--- src/rtl/square_wave_sequencer_pkg.sv ---
// square_wave_pkg: shared state encoding and default widths for the square-wave sequencer.
package square_wave_pkg;

    localparam int CNT_W_DEF    = 16;
    localparam int NPULSE_W_DEF = 8;

    typedef enum logic [1:0] {
        IDLE = 2'd0,
        HIGH = 2'd1,
        LOW  = 2'd2
    } state_t;

endpackage

--- src/rtl/square_wave_sequencer_if.sv ---
// square_wave_sequencer_if: config handshake, stop request and waveform/status outputs.
interface square_wave_sequencer_if
    import square_wave_pkg::*;
#(
    parameter int CNT_W    = CNT_W_DEF,
    parameter int NPULSE_W = NPULSE_W_DEF
) ();

    logic                cfg_valid;
    logic                cfg_ready;
    logic [CNT_W-1:0]    cfg_high;
    logic [CNT_W-1:0]    cfg_low;
    logic [NPULSE_W-1:0] cfg_pulses;
    logic                stop;
    logic                signal;
    logic                busy;
    logic                done;
    logic [NPULSE_W-1:0] pulses_left;

    modport master (
        output cfg_valid, cfg_high, cfg_low, cfg_pulses, stop,
        input  cfg_ready, signal, busy, done, pulses_left
    );

    modport slave (
        input  cfg_valid, cfg_high, cfg_low, cfg_pulses, stop,
        output cfg_ready, signal, busy, done, pulses_left
    );

endinterface

--- src/rtl/square_wave_sequencer_phase_counter.sv ---
// phase_counter: loadable down-counter with a registered terminal-count flag.
module phase_counter #(
    parameter int CNT_W = 16
) (
    input  logic             clk,
    input  logic             rst_n,
    input  logic             load,
    input  logic             en,
    input  logic [CNT_W-1:0] load_val,
    output logic             tc
);

    logic [CNT_W-1:0] cnt;

    // tc is computed from the value being written so it is valid the same cycle cnt reaches 0
    always_ff @(posedge clk) begin
        if (!rst_n) begin
            cnt <= '0;
            tc  <= 1'b0;
        end else if (load) begin
            cnt <= load_val;
            tc  <= (load_val == '0);
        end else if (en && cnt != '0) begin
            cnt <= cnt - CNT_W'(1);
            tc  <= (cnt == CNT_W'(1));
        end
    end

endmodule

--- src/rtl/square_wave_sequencer.sv ---
// square_wave_sequencer: accepts a high/low/pulse-count config and plays a cycle-exact square wave.
module square_wave_sequencer
    import square_wave_pkg::*;
#(
    parameter int CNT_W    = CNT_W_DEF,
    parameter int NPULSE_W = NPULSE_W_DEF
) (
    input logic                     clk,
    input logic                     rst_n,
    square_wave_sequencer_if.slave  bus
);

    state_t              state, state_n;
    logic [CNT_W-1:0]    h_len, h_n, l_len, l_n, load_val;
    logic [NPULSE_W-1:0] p_cfg, p_n, pl, pl_n;
    logic                stop_pend, sp_n, done_n, load, en, tc, fin;
    logic                sig_r, busy_r, done_r;

    phase_counter #(.CNT_W(CNT_W)) u_phase (
        .clk      (clk),
        .rst_n    (rst_n),
        .load     (load),
        .en       (en),
        .load_val (load_val),
        .tc       (tc)
    );

    always_comb begin
        state_n  = state;
        h_n      = h_len;
        l_n      = l_len;
        p_n      = p_cfg;
        pl_n     = pl;
        sp_n     = stop_pend;
        done_n   = 1'b0;
        load     = 1'b0;
        en       = 1'b0;
        load_val = '0;
        fin      = stop_pend | bus.stop | (p_cfg != '0 && pl == NPULSE_W'(1));
        case (state)
            IDLE: begin
                if (bus.cfg_valid) begin
                    state_n  = HIGH;
                    h_n      = (bus.cfg_high == '0) ? CNT_W'(1) : bus.cfg_high;
                    l_n      = (bus.cfg_low == '0) ? CNT_W'(1) : bus.cfg_low;
                    p_n      = bus.cfg_pulses;
                    pl_n     = bus.cfg_pulses;
                    sp_n     = 1'b0;
                    load     = 1'b1;
                    load_val = h_n - CNT_W'(1);
                end
            end
            HIGH: begin
                sp_n = stop_pend | bus.stop;
                if (tc) begin
                    state_n  = LOW;
                    load     = 1'b1;
                    load_val = l_len - CNT_W'(1);
                end else begin
                    en = 1'b1;
                end
            end
            LOW: begin
                sp_n = stop_pend | bus.stop;
                if (tc && fin) begin
                    state_n = IDLE;
                    done_n  = 1'b1;
                    pl_n    = '0;
                    sp_n    = 1'b0;
                end else if (tc) begin
                    state_n  = HIGH;
                    load     = 1'b1;
                    load_val = h_len - CNT_W'(1);
                    pl_n     = (p_cfg != '0) ? pl - NPULSE_W'(1) : pl;
                end else begin
                    en = 1'b1;
                end
            end
            default: state_n = IDLE;
        endcase
    end

    always_ff @(posedge clk) begin
        if (!rst_n) begin
            state     <= IDLE;
            h_len     <= '0;
            l_len     <= '0;
            p_cfg     <= '0;
            pl        <= '0;
            stop_pend <= 1'b0;
            sig_r     <= 1'b0;
            busy_r    <= 1'b0;
            done_r    <= 1'b0;
        end else begin
            state     <= state_n;
            h_len     <= h_n;
            l_len     <= l_n;
            p_cfg     <= p_n;
            pl        <= pl_n;
            stop_pend <= sp_n;
            sig_r     <= (state_n == HIGH);
            busy_r    <= (state_n != IDLE);
            done_r    <= done_n;
        end
    end

    assign bus.cfg_ready   = (state == IDLE);
    assign bus.signal      = sig_r;
    assign bus.busy        = busy_r;
    assign bus.done        = done_r;
    assign bus.pulses_left = pl;

endmodule

--- src/flat_wrapper.sv ---
// flat-port wrapper written by rule: the top's interface ports become plain ports
module square_wave_sequencer_flat import square_wave_pkg::*;
#(
    parameter int CNT_W    = CNT_W_DEF,
    parameter int NPULSE_W = NPULSE_W_DEF
)
  (clk, rst_n, bus_cfg_valid, bus_cfg_high, bus_cfg_low, bus_cfg_pulses, bus_stop, bus_cfg_ready, bus_signal, bus_busy, bus_done, bus_pulses_left);
  square_wave_sequencer_if #(.CNT_W(CNT_W), .NPULSE_W(NPULSE_W)) bus_i ();
  input logic clk;
  input logic rst_n;
  input wire logic [$bits(bus_i.cfg_valid)-1:0] bus_cfg_valid;
  input wire logic [$bits(bus_i.cfg_high)-1:0] bus_cfg_high;
  input wire logic [$bits(bus_i.cfg_low)-1:0] bus_cfg_low;
  input wire logic [$bits(bus_i.cfg_pulses)-1:0] bus_cfg_pulses;
  input wire logic [$bits(bus_i.stop)-1:0] bus_stop;
  output wire logic [$bits(bus_i.cfg_ready)-1:0] bus_cfg_ready;
  output wire logic [$bits(bus_i.signal)-1:0] bus_signal;
  output wire logic [$bits(bus_i.busy)-1:0] bus_busy;
  output wire logic [$bits(bus_i.done)-1:0] bus_done;
  output wire logic [$bits(bus_i.pulses_left)-1:0] bus_pulses_left;
  assign bus_i.cfg_valid = bus_cfg_valid;
  assign bus_i.cfg_high = bus_cfg_high;
  assign bus_i.cfg_low = bus_cfg_low;
  assign bus_i.cfg_pulses = bus_cfg_pulses;
  assign bus_i.stop = bus_stop;
  assign bus_cfg_ready = bus_i.cfg_ready;
  assign bus_signal = bus_i.signal;
  assign bus_busy = bus_i.busy;
  assign bus_done = bus_i.done;
  assign bus_pulses_left = bus_i.pulses_left;
  square_wave_sequencer #(.CNT_W(CNT_W), .NPULSE_W(NPULSE_W)) u_core (.clk(clk), .rst_n(rst_n), .bus(bus_i));
endmodule
--- config.mk ---
export PLATFORM = sky130hd
export DESIGN_NAME = square_wave_sequencer_flat
export DESIGN_NICKNAME = d
export VERILOG_FILES = /design/src/rtl/square_wave_sequencer_pkg.sv /design/src/rtl/square_wave_sequencer_if.sv /design/src/rtl/square_wave_sequencer_phase_counter.sv /design/src/rtl/square_wave_sequencer.sv /design/src/flat_wrapper.sv
export SDC_FILE = /design/constraint.sdc
export NUM_CORES = 1
export LEC_CHECK = 0
export ABC_AREA = 1
export CAP_MARGIN = 25
export CORE_MARGIN = 1.5
export CORE_UTILIZATION = 44
export CTS_CLUSTER_SIZE = 16
export DETAILED_ROUTE_END_ITERATION = 10
export PLACE_DENSITY = 0.67
export SYNTH_ARGS = -nofsm -noshare
export SYNTH_HDL_FRONTEND = slang
export SYNTH_HIERARCHICAL = 1
export SYNTH_SLANG_ARGS = --single-unit
export TNS_END_PERCENT = 20
--- constraint.sdc ---
create_clock -name clk -period 6.5 [get_ports clk]
set_input_delay 1.3 -clock clk [delete_from_list [all_inputs] [get_ports clk]]
set_output_delay 1.3 -clock clk [all_outputs]
set_load 0.01 [all_outputs]
==> results of run 1 <==
## final timing paths
| kind | from | endpoint | slack, ns | cells after the start |
|---|---|---|---|---|
| worst min register to register | u_core/p_cfg[1] | u_core/p_cfg[1] | 0.45 | 2 |
| worst max register to register | u_core/state[0] | u_core/u_phase/cnt[5] | 3.61 | 12 |
| worst min-delay path | u_core/p_cfg[1] | u_core/p_cfg[1] | 0.45 | 2 |
| worst max-delay path | bus_cfg_high[8] | u_core/u_phase/tc | 2.68 | 18 |
## kinds of logic (layout without fill, tap and decap cells)
group / after synthesis / count (layout) / synth area share (%)
flops: 71 / 71 / 27.6
buf+inv: 120 / 171 / 9.36
xor+xnor: 19 / 19 / 3.24
fa+ha+maj: 12 / 12 / 2.92
compound gates: 151 / 151 / 16.8
simple gates: 455 / 455 / 40.0
## report_power, final
group | internal, uW | switching [uW]
clock | 338 | 211
sequential | 479 | 47.1
combinational | 189 | 303
total | 1010 | 561
## cells in the final DEF, fill, tap and decap left out, types with 6 or more instances in the layout
cell / n
nand2_1: 193
nor2_1: 137
inv_1: 87
dfxtp_1: 71
a21oi_1: 65
clkdlybuf4s50_1: 55
nand3_1: 53
o21ai_0: 37
a211oi_1: 12
nand4_1: 12
xor2_1: 12
nor2_2: 12
ha_1: 12
clkbuf_16: 9
nor3_1: 8
nand2_2: 7
a31oi_1: 7
nor2_4: 7
xnor2_1: 7
inv_2: 6
## flip-flops by register name (all words and copies together) (netlist names), 2 cells and up
register / count
u_core/bus.pulses_left: 8
u_core/state: 2
u_core/h_len: 16
u_core/p_cfg: 8
u_core/u_phase/cnt: 16
u_core/l_len: 16
## per-layer routing
metal,vias to the layer above,global-route usage [%]
met1,2503,33.5
li1,2789,-
met3,13,3.66
met2,140,40.0
met4,0,7.34
met5,-,0
## worst max-delay path: cells and delay by family
| family | cells | cell delay (ns) |
|---|---|---|
| AO/OA/AOI/OAI | 2 | 0.36 |
| adder cells (fa/ha/maj) | 1 | 0.21 |
| buffers and inverters | 2 | 0.57 |
| AND/OR/NAND/NOR | 13 | 1.64 |
## metrics by stage
step	worst slack, ns	hold slack [ns]
after floorplan	3.29	0.429
after global placement	2.44	0.440
after detailed placement	2.41	0.444
after CTS	2.74	0.454
after global routing	2.45	0.477
final	2.68	0.452
## layout make-up
class	instances	area (um2)
Fill cell	1203	5310
Clock buffer	9	225
Sequential cell	71	1420
Tap cell	143	179
Clock inverter	7	96.3
Inverter	96	364
Multi-Input combinational cell	637	3240
Timing Repair Buffer	59	581
==> impl_metrics.tcl, run 1 <==
set metrics [dict create \
    numCtsBuffers 9 \
    post-cts-setup-buffers 0 \
    chipWidth_um 111 \
    period_share_pct 58.7 \
    cp.arrival_ns 4.09 \
    grt_pass1_vias 5089 \
    synthTopCellsByCount "nand2_1 (194), nor2_1 (137), inv_1 (87)" \
    power_density_nw_per_um2 256 \
    grt_pass1_wl_mm 24.7 \
    grt-ovfl-total 0 \
    vias 5445 \
    rsz0062_at_grt "no" \
    dp_cells 1006 \
    diodes 0 \
    finalSetupViolCount 0 \
    syn_area_um2 5140 \
    drc 0 \
    wl_met2_mm 6.88 \
    yosysMostFrequentCell "nand2_1" \
    crit_type "input port to flop" \
    worstMarginPinSlew_ns 0.766 \
    cp-start-kind "input port" \
    grt_max_degree 57 \
    finalMaxSlewViolations 0 \
    initial_core_util_pct 45.0 \
    worstPathRequired_ns 6.77 \
    synth_flop_cell "dfxtp_1" \
    num_io_pins 56 \
    nets 930 \
    cts_root_buf "clkbuf_16" \
    instances_no_fill 1022 \
    synth_nets 884 \
    finalSetupTns_ns 0 \
    cts_hold_buf 0 \
    async_flop_share_pct 0 \
    synth.distinct_cells 50 \
    synth_seq_area_share_pct 27.6 \
    postRouteAntennaNets 0 \
    hpwlAfterDp_mm 11.2 \
    drv_cap 0 \
    synth.ff_latch_count 71 \
    fmax_mhz 262 \
    yosys_warnings 6 \
    core_area_um2 11400 \
    crit_path_end_kind "flop" \
    p_leak_uw 0.00278 \
    met3_length_um 750 \
    ys_top_cells_by_area "dfxtp_1 (28%), nand2_1 (14%), nor2_1 (10%)" \
    track_usage_pct 24.5 \
    path_clk_slew_ns 0.06 \
    skew_ns 0.00822 \
    placed_cell_area_um2 5790 \
    slowest_stage "clkdlybuf4s50_1" \
    wl_met1_mm 7.20 \
    top_layer_used "met4" \
    synth_area_per_cell_um2 6.21 \
    drtIter0Drc 348 \
    syn2layout_area_growth_pct 18.8 \
    hold_class "flop to flop" \
    postSynthCellCount 828 \
    power.total_uw 1570 \
    drive_gt1_share_pct 8.30 \
    dieArea_um2 12300 \
    clock_path_buffers 2 \
    io_buffers 55 \
    drt-vias-per-instance 5.33 \
    status "complete, no violations" \
    path_max_fanout 5 \
    wl_per_cell_um 14.7 \
    cts-resized-gates 0 \
    synth_area_leader_cell "dfxtp_1" \
    clkSinkCount 71 \
    dr.pass1.iters 5 \
    die_h_um 111 \
    slew_headroom_pct 48.9 \
    fin_util_pct 53.5 \
    ir_drop_mv 0.143 \
    finalWirelength_mm 15.0 \
    htreeDepth 3 \
    hold_viol 0 \
    cp_slowest_stage_delay_ns 0.53 \
    routabilityCongestion 0.916 \
    antenna_found_initial 0 \
    fin_area_um2 6110 \
    fin_crit_ns 3.82 \
    cts_tree "done" \
    path_cells "clkdlybuf4s50_1, nor2_2, nand2_2, nor2_4, nand2_4, nand2_4, inv_4, ha_1, nand2_1, nor2_2, o21ai_0, a31oi_1, or2_2, nor3_1, nand4_1, nand2_1, nor2_1, nor2_1" \
    synth_edf_count 0 \
    synth_top_area_share_pct 27.6 \
    core.rowCount 39 \
    insertion_delay_ns 0.34 \
]
No activity file was read; power rests on OpenSTA's default activity.
==> run 2, diff against run 1 <==
clock period = 3.7 ns   (was 6.5 ns; I/O delays follow)
==> run 2 against run 1 <==
Core utilization is 0.15 points higher. Final cell count is 0.29% higher. Global-route usage is 0.87 points higher. Highest routed layer unchanged. Non-clock buffer count is 3 higher. Clock skew down 0.0017 ns. Largest cell class unchanged. Sequential power increased by 76%. Critical endpoint unchanged. First-iteration DRC count grew 1.7%. Combinational power is 76% higher. Setup slack lost 2.1 ns. Sequential share of layout area fell by 0.067 points. Via count up 1.3%. Design area up 0.29%.
==> impl_metrics.tcl, run 2 (synthesized netlist as in run 1, its figures left out) <==
set metrics [dict create \
    status "complete, no violations" \
    cts_hold_buf 0 \
    worstMarginPinSlew_ns 0.589 \
    core_area_um2 11400 \
    die_h_um 111 \
    met3_length_mm 1.09 \
    fillers 1198 \
    core.rowCount 39 \
    slowest_stage "clkdlybuf4s50_1" \
    grt_pass1_vias 5148 \
    grt_max_degree 57 \
    cp-start-kind "input port" \
    instances_no_fill 1025 \
    power_density_nw_per_um2 446 \
    wl_met2_mm 6.76 \
    r2r_slack_ns 0.86 \
    cts_tree "done" \
    htreeDepth 3 \
    grt-ovfl-total 0 \
    nets 933 \
    post-cts-setup-buffers 0 \
    antenna_found_initial 0 \
    reg2reg_depth 14 \
    drt-vias-per-instance 5.38 \
    worstReg2RegEnd "u_core/u_phase/tc" \
    fmax_mhz 317 \
    reg_top3 "u_core/h_len: 16 flops, u_core/l_len: 16 flops, u_core/u_phase/cnt: 16 flops" \
    finalWirelength_mm 15.2 \
    multi_input_area_um2 3240 \
    crit_family "simple AND/OR/NAND/NOR gates" \
    cp_slowest_stage_delay_ns 0.51 \
    r2r_start "u_core/state[0]" \
    chipWidth_um 111 \
    hold_viol 0 \
    p_leak_uw 0.00279 \
    finalSetupTns_ns 0 \
    dp_cells 1009 \
    finalSetupViolCount 0 \
    period_share_pct 85.4 \
    path_clk_slew_ns 0.06 \
    insertion_delay_ns 0.35 \
    cts_root_buf "clkbuf_16" \
    vias 5517 \
    num_io_pins 56 \
    cp_num_buf_inv 2 \
    track_usage_pct 25.4 \
    hold_class "flop to flop" \
    finalMaxSlewViolations 0 \
    worstHoldEndpoint "u_core/p_cfg[4]" \
    skew_ns 0.00652 \
    worstPathRequired_ns 3.98 \
    top_layer_used "met4" \
    wl_per_cell_um 14.9 \
    wl_met1_mm 7.06 \
    dieArea_um2 12300 \
    io_buffers 55 \
    drc 0 \
    grt_pass1_wl_mm 25.2 \
    numCtsBuffers 9 \
    clkSinkCount 71 \
    drive_gt1_share_pct 8.62 \
    postRouteAntennaNets 0 \
    cts-resized-gates 0 \
    slew_headroom_pct 60.6 \
    crit_type "input port to flop" \
    path_cells "clkdlybuf4s50_1, nor2_1, nand2_1, nor2_4, nand2_4, nand2_4, inv_4, ha_1, nand2_1, nor2_2, o21ai_0, a31oi_1, or2_2, nor3_1, nand4_1, nand2_1, nor2_1, nor2_1" \
    crit_path_end_kind "flop" \
    hpwlAfterDp_mm 11.4 \
    cp.arrival_ns 3.44 \
    final_cell_mix "nand2_1 (193), nor2_1 (137), inv_1 (87), dfxtp_1 (71), a21oi_1 (65)" \
    drv_cap 0 \
    seq_area_um2 1420 \
    min-delay-start "u_core/p_cfg[4]" \
    drtIter0Drc 354 \
    syn2layout_area_growth_pct 19.1 \
    final_common_cell "nand2_1" \
    clock_path_buffers 2 \
    min_path_cells 2 \
    ir_drop_mv 0.722 \
    diodes 0 \
    routabilityCongestion 0.965 \
    path_max_fanout 5 \
    fin_crit_ns 3.16 \
    dr.pass1.iters 5 \
    rsz0062_at_grt "no" \
    initial_core_util_pct 45.0 \
]
run 2: cell types whose count changed in the layout (fill, tap and decap cells not counted):
cell | previous run | this run
clkinv_2 | 3 | 1
buf_4 | 4 | 7
clkinv_4 | 2 | 1
clkinvlp_4 | 0 | 1
bufinv_16 | 2 | 1
clkbuf_8 | 0 | 2
inv_6 | 1 | 2
run 2: how the worst max path moves through the flow:
stage	from	endpoint	cells after the start
finish	bus_cfg_high[3]	u_core/u_phase/tc	18
CTS	bus_cfg_high[3]	u_core/u_phase/tc	18
global route	bus_cfg_high[3]	u_core/u_phase/tc	22
floorplan	bus_cfg_high[10]	u_core/u_phase/tc	17
detailed placement	bus_cfg_high[3]	u_core/u_phase/tc	18
global placement	bus_cfg_high[3]	u_core/u_phase/tc	18
run 2: area by class of cell:
type | count | share of cell area, %
Tap cell | 143 | 2.92
Clock buffer | 11 | 4.12
Timing Repair Buffer | 62 | 9.84
Sequential cell | 71 | 23.2
Clock inverter | 5 | 1.04
Inverter | 96 | 5.94
Multi-Input combinational cell | 637 | 52.9
run 2: worst min-delay path, stage by stage, from the launching register on:
cell	delay, ns
dfxtp_1	0.30
inv_1	0.06
a21oi_1	0.05
run 2: per-stage QoR:
stage	power, uW	setup slack [ns]	util [%]	hold slack (ns)	area (um2)
floorplan	1550	1.05	-	0.429	5140
global placement	1790	0.286	50.9	0.440	5810
detailed placement	1790	0.212	50.9	0.448	5810
CTS	2750	0.571	53.7	0.457	6130
global route	2910	0.222	53.7	0.485	6130
finish	2730	0.542	53.7	0.455	6130
run 2: routing by layer:
metal  up-vias  track usage [%]
met5         -                0
li1       2800                -
met4         0             8.02
met1      2512             33.9
met3        27             6.29
met2       178             40.4
run 2: power by group:
part / total [uW] / leakage [uW] / switching (uW) / internal (uW)
sequential: 925 / 0.000586 / 84.3 / 841
clock: 938 / 0.000153 / 373 / 565
combinational: 868 / 0.00205 / 533 / 335
total: 2730 / 0.00279 / 991 / 1740
